`src/rtl/clk_div_pkg.sv`:
```
// Shared types and constants for the divider ratio control stage.
package clk_div_pkg;

  localparam int RATIO_W = 4;
  localparam logic [RATIO_W-1:0] MIN_RATIO = 4'd2;

  typedef enum logic [2:0] {
    OFF      = 3'd0,
    WAIT_LOW = 3'd1,
    GATE     = 3'd2,
    LOCKING  = 3'd3,
    LOCKED   = 3'd4
  } state_t;

  // A request is unusable only when it asks to run at a ratio the divider cannot produce.
  function automatic logic req_is_bad(input logic en, input logic [RATIO_W-1:0] ratio);
    return en && (ratio < MIN_RATIO);
  endfunction

endpackage

```
`src/rtl/clk_div_ratio_ctrl.sv`:
```
// Ratio/enable control stage in front of the integer clock divider.
// Ratio changes are applied only while the divided clock is low, followed by a
// forced gate interval, so the divided clock never shows a runt pulse.
//
// state    | meaning
// ---------+---------------------------------------------------------------
// OFF      | divider stopped; ratio may be updated freely
// WAIT_LOW | change pending; waiting for divided clock low to stop divider
// GATE     | divider held off for GATE_CYCLES with the new ratio applied
// LOCKING  | divider enabled; waiting for the first rising edge (timed)
// LOCKED   | divider running at o_div_ratio
module clk_div_ratio_ctrl
  import clk_div_pkg::*;
#(
  parameter logic [RATIO_W-1:0] DEFAULT_RATIO = 4'd8,
  parameter int                 GATE_CYCLES   = 2,
  parameter bit                 AUTO_START    = 1'b1,
  parameter int                 LOCK_TIMEOUT  = 64
) (
  input  logic               i_ref_clk,
  input  logic               i_rst_n,
  input  logic               i_req_valid,
  input  logic [RATIO_W-1:0] i_req_ratio,
  input  logic               i_req_en,
  output logic               o_req_ready,
  input  logic               i_div_clk,
  output logic [RATIO_W-1:0] o_div_ratio,
  output logic               o_clk_en,
  output logic               o_locked,
  output logic               o_err_invalid,
  output logic               o_err_timeout
);

  localparam int TO_W = (LOCK_TIMEOUT > 1) ? $clog2(LOCK_TIMEOUT) : 1;
  localparam logic [TO_W-1:0] TO_LOAD   = TO_W'(LOCK_TIMEOUT - 1);
  localparam logic [3:0]      GATE_LOAD = 4'(GATE_CYCLES - 1);

  state_t             state, state_nxt;
  logic               div_q;
  logic               rise;
  logic               auto_pend, auto_nxt;
  logic [RATIO_W-1:0] pend_ratio, pend_ratio_nxt;
  logic               pend_en, pend_en_nxt;
  logic [3:0]         gate_cnt, gate_cnt_nxt;
  logic [TO_W-1:0]    to_cnt, to_cnt_nxt;
  logic [RATIO_W-1:0] ratio_nxt;
  logic               clk_en_nxt, locked_nxt, err_inv_nxt, err_to_nxt;
  logic               accept, req_bad, accept_ok;

  assign o_req_ready = (state == OFF) || (state == LOCKED);
  assign rise        = i_div_clk & ~div_q;
  assign accept      = i_req_valid & o_req_ready;
  assign req_bad     = req_is_bad(i_req_en, i_req_ratio);
  assign accept_ok   = accept & ~req_bad;

  // Register state, timers, pending request and all outputs.
  always_ff @(posedge i_ref_clk or negedge i_rst_n) begin
    if (!i_rst_n) begin
      state         <= OFF;
      div_q         <= 1'b0;
      auto_pend     <= AUTO_START;
      pend_ratio    <= DEFAULT_RATIO;
      pend_en       <= 1'b0;
      gate_cnt      <= GATE_LOAD;
      to_cnt        <= TO_LOAD;
      o_div_ratio   <= DEFAULT_RATIO;
      o_clk_en      <= 1'b0;
      o_locked      <= 1'b0;
      o_err_invalid <= 1'b0;
      o_err_timeout <= 1'b0;
    end else begin
      state         <= state_nxt;
      div_q         <= i_div_clk;
      auto_pend     <= auto_nxt;
      pend_ratio    <= pend_ratio_nxt;
      pend_en       <= pend_en_nxt;
      gate_cnt      <= gate_cnt_nxt;
      to_cnt        <= to_cnt_nxt;
      o_div_ratio   <= ratio_nxt;
      o_clk_en      <= clk_en_nxt;
      o_locked      <= locked_nxt;
      o_err_invalid <= err_inv_nxt;
      o_err_timeout <= err_to_nxt;
    end
  end

  // Next-state and next-output decode; timers reload whenever their state is not active.
  always_comb begin
    state_nxt      = state;
    auto_nxt       = auto_pend;
    pend_ratio_nxt = pend_ratio;
    pend_en_nxt    = pend_en;
    gate_cnt_nxt   = GATE_LOAD;
    to_cnt_nxt     = TO_LOAD;
    ratio_nxt      = o_div_ratio;
    clk_en_nxt     = o_clk_en;
    locked_nxt     = o_locked;
    err_inv_nxt    = 1'b0;
    err_to_nxt     = o_err_timeout;

    if (accept && req_bad) begin
      err_inv_nxt = 1'b1;
    end else if (accept) begin
      pend_ratio_nxt = i_req_ratio;
      pend_en_nxt    = i_req_en;
      locked_nxt     = 1'b0;
      if (i_req_en) err_to_nxt = 1'b0;
    end

    case (state)
      OFF: begin
        auto_nxt = 1'b0;
        if (accept_ok) begin
          ratio_nxt = i_req_ratio;
          if (i_req_en) state_nxt = GATE;
        end else if (auto_pend) begin
          state_nxt  = LOCKING;
          clk_en_nxt = 1'b1;
          ratio_nxt  = DEFAULT_RATIO;
        end
      end
      WAIT_LOW: begin
        // Stopping the divider while its output is low avoids truncating a high phase.
        if (!i_div_clk) begin
          state_nxt  = GATE;
          clk_en_nxt = 1'b0;
          ratio_nxt  = pend_ratio;
        end
      end
      GATE: begin
        if (gate_cnt == 4'd0) begin
          state_nxt  = pend_en ? LOCKING : OFF;
          clk_en_nxt = pend_en;
        end else begin
          gate_cnt_nxt = gate_cnt - 4'd1;
        end
      end
      LOCKING: begin
        if (rise) begin
          state_nxt  = LOCKED;
          locked_nxt = 1'b1;
        end else if (to_cnt == '0) begin
          state_nxt  = OFF;
          clk_en_nxt = 1'b0;
          err_to_nxt = 1'b1;
        end else begin
          to_cnt_nxt = to_cnt - 1'b1;
        end
      end
      LOCKED: begin
        if (accept_ok) state_nxt = WAIT_LOW;
      end
      default: begin
        state_nxt  = OFF;
        clk_en_nxt = 1'b0;
      end
    endcase

    if (state_nxt != LOCKED) locked_nxt = 1'b0;
  end

endmodule

```
`config.mk`:
```
export PLATFORM = sky130hd
export DESIGN_NAME = clk_div_ratio_ctrl
export DESIGN_NICKNAME = d
export VERILOG_FILES = /design/src/rtl/clk_div_pkg.sv /design/src/rtl/clk_div_ratio_ctrl.sv
export SDC_FILE = /design/constraint.sdc
export NUM_CORES = 1
export LEC_CHECK = 0
export ABC_AREA = 1
export BUFFER_PORTS_ARGS = -buffer_cell sky130_fd_sc_hd__buf_2
export CAP_MARGIN = 40
export CORE_MARGIN = 4
export CORE_UTILIZATION = 55
export CTS_CLUSTER_DIAMETER = 40
export CTS_CLUSTER_SIZE = 20
export DETAILED_ROUTE_END_ITERATION = 7
export GPL_ROUTABILITY_DRIVEN = 0
export GPL_TIMING_DRIVEN = 0
export PLACE_DENSITY = 0.87
export SLEW_MARGIN = 20
export SYNTH_ARGS = -nofsm -noshare
export SYNTH_HDL_FRONTEND = slang
export SYNTH_SLANG_ARGS = --single-unit
```
`constraint.sdc`:
```
create_clock -name i_ref_clk -period 1.8 [get_ports i_ref_clk]
set_clock_uncertainty 0.1 [all_clocks]
set_input_delay 0.27 -clock i_ref_clk [delete_from_list [all_inputs] [get_ports i_ref_clk]]
set_output_delay 0.27 -clock i_ref_clk [all_outputs]
set_load 0.05 [all_outputs]
```
==> results.tsv <==
stage	metric	value	unit
run_status	run status	finished clean	
timing	post-route minimum period	1.64	ns
final_layout	antenna fix cells	0	
floorplanning	Chip Height	57.9	um
route	Final Routed Wirelength	2.79	mm
worst_setup_path	Largest stage delay, worst path	0.47	ns
global_route	global-route wire length before repair	4.68	mm
timing	Post-Route Setup TNS	0	ns
timing	FMAX	610	MHz
clock_tree	number of sinks driven by the clock tree	28	
floorplanning	core box area	2300	sq um
final_layout	Final Net Count	201	
floorplanning	top-level I/O count	18	
synth	synth top area cells	sky130_fd_sc_hd__dfrtp_1 33%, sky130_fd_sc_hd__dfstp_2 19%, sky130_fd_sc_hd__nand2_1 14%, sky130_fd_sc_hd__inv_1 4.9%, sky130_fd_sc_hd__nor2_1 4.9%	
clock_tree	clock network latency to the later pin of the worst-skew pair	0.33	ns
route	drt pass-1 iters	5	
worst_setup_path	Crit-path slowest cell	sky130_fd_sc_hd__dfrtp_1	
worst_setup_path	dominant delay contributor by cell family on the critical path	flip-flops	
synth	sequential area share after synthesis	0.521	
clock_tree	total clock buffers created by CTS	3	
clock_tree	CTS tree	built	
synth	proportion of synthesized flip-flops having asynchronous set or reset	1.00	
worst_setup_path	CP Launch Type	flip-flop	
synth	flip-flop and latch count after synthesis	28	
synth	Cell variety after synth	22	
worst_setup_path	Stages on worst setup path	2	
synth	Syn Std Cell Area	1370	sq um
worst_setup_path	Setup Crit Path Kind	reg2out	
worst_setup_path	startpoint of the most critical register-to-register path	gate_cnt[0]	
timing	count of endpoints failing hold in the final timing report	0	
global_route	initial antenna violation count	0	
timing	Final Slew Violations	0	
route	post-route ant nets	0	
synth	number of nets in the synthesized netlist	177	
clock_tree	CTS root buf	sky130_fd_sc_hd__clkbuf_4	
global_route	maximum number of pins on one net before global-route repair	29	
worst_setup_path	capture point of the worst reg-to-reg path	o_clk_en	
floorplanning	effective utilization at floorplan	0.596	
global_route	via count of the first global-routing pass	1115	
worst_setup_path	flop-to-flop setup slack	0.25	ns
clock_tree	Setup Fix Bufs, Post-CTS	0	
power_and_ir_drop	peak supply drop	0.000943	V
synth	number of enable-type register cells in the synthesized netlist	0	
synth	flip-flop cell with the highest count after synthesis	sky130_fd_sc_hd__dfrtp_1	
global_route	GRT Residual Overflow	0	
worst_setup_path	endpoint class of the critical path	primary output	
final_layout	Synth-to-Final Area Change	12.5	%
final_layout	number of filler cells placed in the layout	182	
hold_path	worst min-delay path class	in2reg	
synth	Syn Inst Count	165	
synth	biggest area consumer among synthesized cells	sky130_fd_sc_hd__dfrtp_1	
worst_setup_path	Crit Path Max Fanout	5	
route	final routed DRC violation total	0	
worst_setup_path	launch point of the critical path	state[1]	
timing	final count of negative-setup-slack endpoints	0	
floorplanning	number of core rows	17	
route	post-DR vias/cell	5.20	
clock_tree	buffers from clock root to sink, at most	2	
worst_setup_path	crit path buf inv count	1	
timing	Max transition margin	0.592	
floorplanning	Die Outline Area	3350	sq um
place	Port Buffer Count	17	
worst_setup_path	worst setup path end	o_req_ready	
clock_tree	maximum level of the CTS H-tree	1	
worst_setup_path	arrival time reported for the critical path endpoint	1.27	ns
power_and_ir_drop	Leak Pwr	0.000813	uW
synth	number of warning messages in the yosys log	0	
worst_setup_path	depth of the worst register-to-register path	8	
worst_setup_path	Critical Path, Cell by Cell	nor2_2, clkbuf_4	
route	1st-iter DRT viols	54	
final_layout	ratio of cells with drive above 1 in the final layout	0.234	
synth	share of Yosys cell area claimed by the top area cell type	0.329	
worst_setup_path	Data required, critical path	1.43	ns
power_and_ir_drop	Power Dens Cells	1510	nW/um^2
place	detailed placer's ending HPWL	2.10	mm
route	per-cell routed wire length	12.9	um
synth	mean cell area of the mapped netlist	8.30	sq um
timing	share of the clock period used by the worst path	0.910	
timing	slew of the pin with the lowest slew margin	0.611	ns
hold_path	startpoint of the most critical hold path	i_req_ratio[3]	
final_layout	final core utilization	0.671	
final_layout	most common cell after layout, fill and taps aside	sky130_fd_sc_hd__nand2_1	
final_layout	commonest non-fill, non-tap cells in the layout	51 x sky130_fd_sc_hd__nand2_1, 18 x sky130_fd_sc_hd__inv_1, 18 x sky130_fd_sc_hd__dfrtp_1, 17 x sky130_fd_sc_hd__nor2_1, 16 x sky130_fd_sc_hd__buf_2	
floorplanning	overall die width	57.9	um
clock_tree	CTS clock-pin slew for the worst setup and hold paths	0.15	ns
job	number of max-cap violations	0	
timing	setup repair after global routing missed its margin	false	
route	via count of the routed design	1123	
global_route	overall global routing resource usage	0.177	
## worst min-delay path by stage
stage / endpoint / slack (ns) / cells after the start
2_1_floorplan: div_q / -0.13 / 0
3_3_place_gp: gate_cnt[1] / 0.20 / 1
3_5_place_dp: gate_cnt[2] / 0.21 / 1
4_1_cts: pend_ratio[2] / 0.07 / 3
5_1_grt: o_err_invalid / 0.1 / 3
6_report: pend_ratio[3] / 0.07 / 3
## logic make-up (layout without fill, tap and decap cells)
kind of cell,Yosys count,count (layout),synth area share
buffers and inverters,21,44,0.0685
XOR/XNOR,4,4,0.0256
adder cells (fa/ha/maj),3,3,0.0274
AO/OA/AOI/OAI,14,14,0.0575
AND/OR/NAND/NOR,95,95,0.300
flip-flops,28,28,0.521
## metrics by stage
step                setup slack [ns]  hold slack, ns  std cells  total power [uW]  cell area, sq um
finish                         0.162          0.0705        216              2330              1540
detailed placement             0.258           0.213        210              2060              1490
floorplan                     0.0294          -0.126        165              1790              1370
global route                   0.103          0.0962        216              2490              1540
global placement               0.301           0.205        210              1990              1490
CTS                           0.0794          0.0712        216              2330              1540
## synth_stat cells (3+ instances only)
library cell,number
sky130_fd_sc_hd__dfrtp_1,18
sky130_fd_sc_hd__dfstp_2,10
sky130_fd_sc_hd__ha_1,3
sky130_fd_sc_hd__inv_1,18
sky130_fd_sc_hd__nand2_1,51
sky130_fd_sc_hd__nand2_2,6
sky130_fd_sc_hd__nand3_1,11
sky130_fd_sc_hd__nor2_1,18
sky130_fd_sc_hd__nor3_1,3
sky130_fd_sc_hd__o21ai_0,9
sky130_fd_sc_hd__xnor2_1,3
## worst min-delay path: cells and delay by family
kind,cells,cell delay (ns)
buf+inv,1,0.11
simple gates,1,0.05
compound gates,1,0.08
## sequential cells by signal (all words and copies together) (netlist names)
signal	cells
o_clk_en	1
pend_ratio	4
o_div_ratio	4
o_err_invalid	1
div_q	1
state	3
o_locked	1
gate_cnt	4
to_cnt	6
auto_pend	1
pend_en	1
o_err_timeout	1
## per-layer routing
metal	global-route usage	part of all wire
met5	0	0
met4	0.0695	0.011
met3	0.0267	0.048
met2	0.298	0.50
met1	0.229	0.44
## final cells by class
type                            count  area (sq um)  share of cell area
Buffer                              2          22.5              0.0146
Clock buffer                        4          26.3              0.0170
Inverter                           19          71.3              0.0463
Multi-Input combinational cell    116           566               0.367
Sequential cell                    28           713               0.463
Tap cell                           28          35.0              0.0227
Timing Repair Buffer               19           108              0.0698
## timing repair
item,in CTS,in global routing
resized for setup,0,2
hold endpoints to repair,19,0
hold buffers,2,0
setup endpoints to repair,0,1
## power by group
| part | leakage [uW] | total (uW) | internal (uW) | switching [uW] |
|---|---|---|---|---|
| logic | 0.000457 | 1110 | 328 | 780 |
| registers | 0.000341 | 958 | 837 | 121 |
| clock network | 0.0000150 | 264 | 86.9 | 177 |
Power figures use the tool's default switching activity.
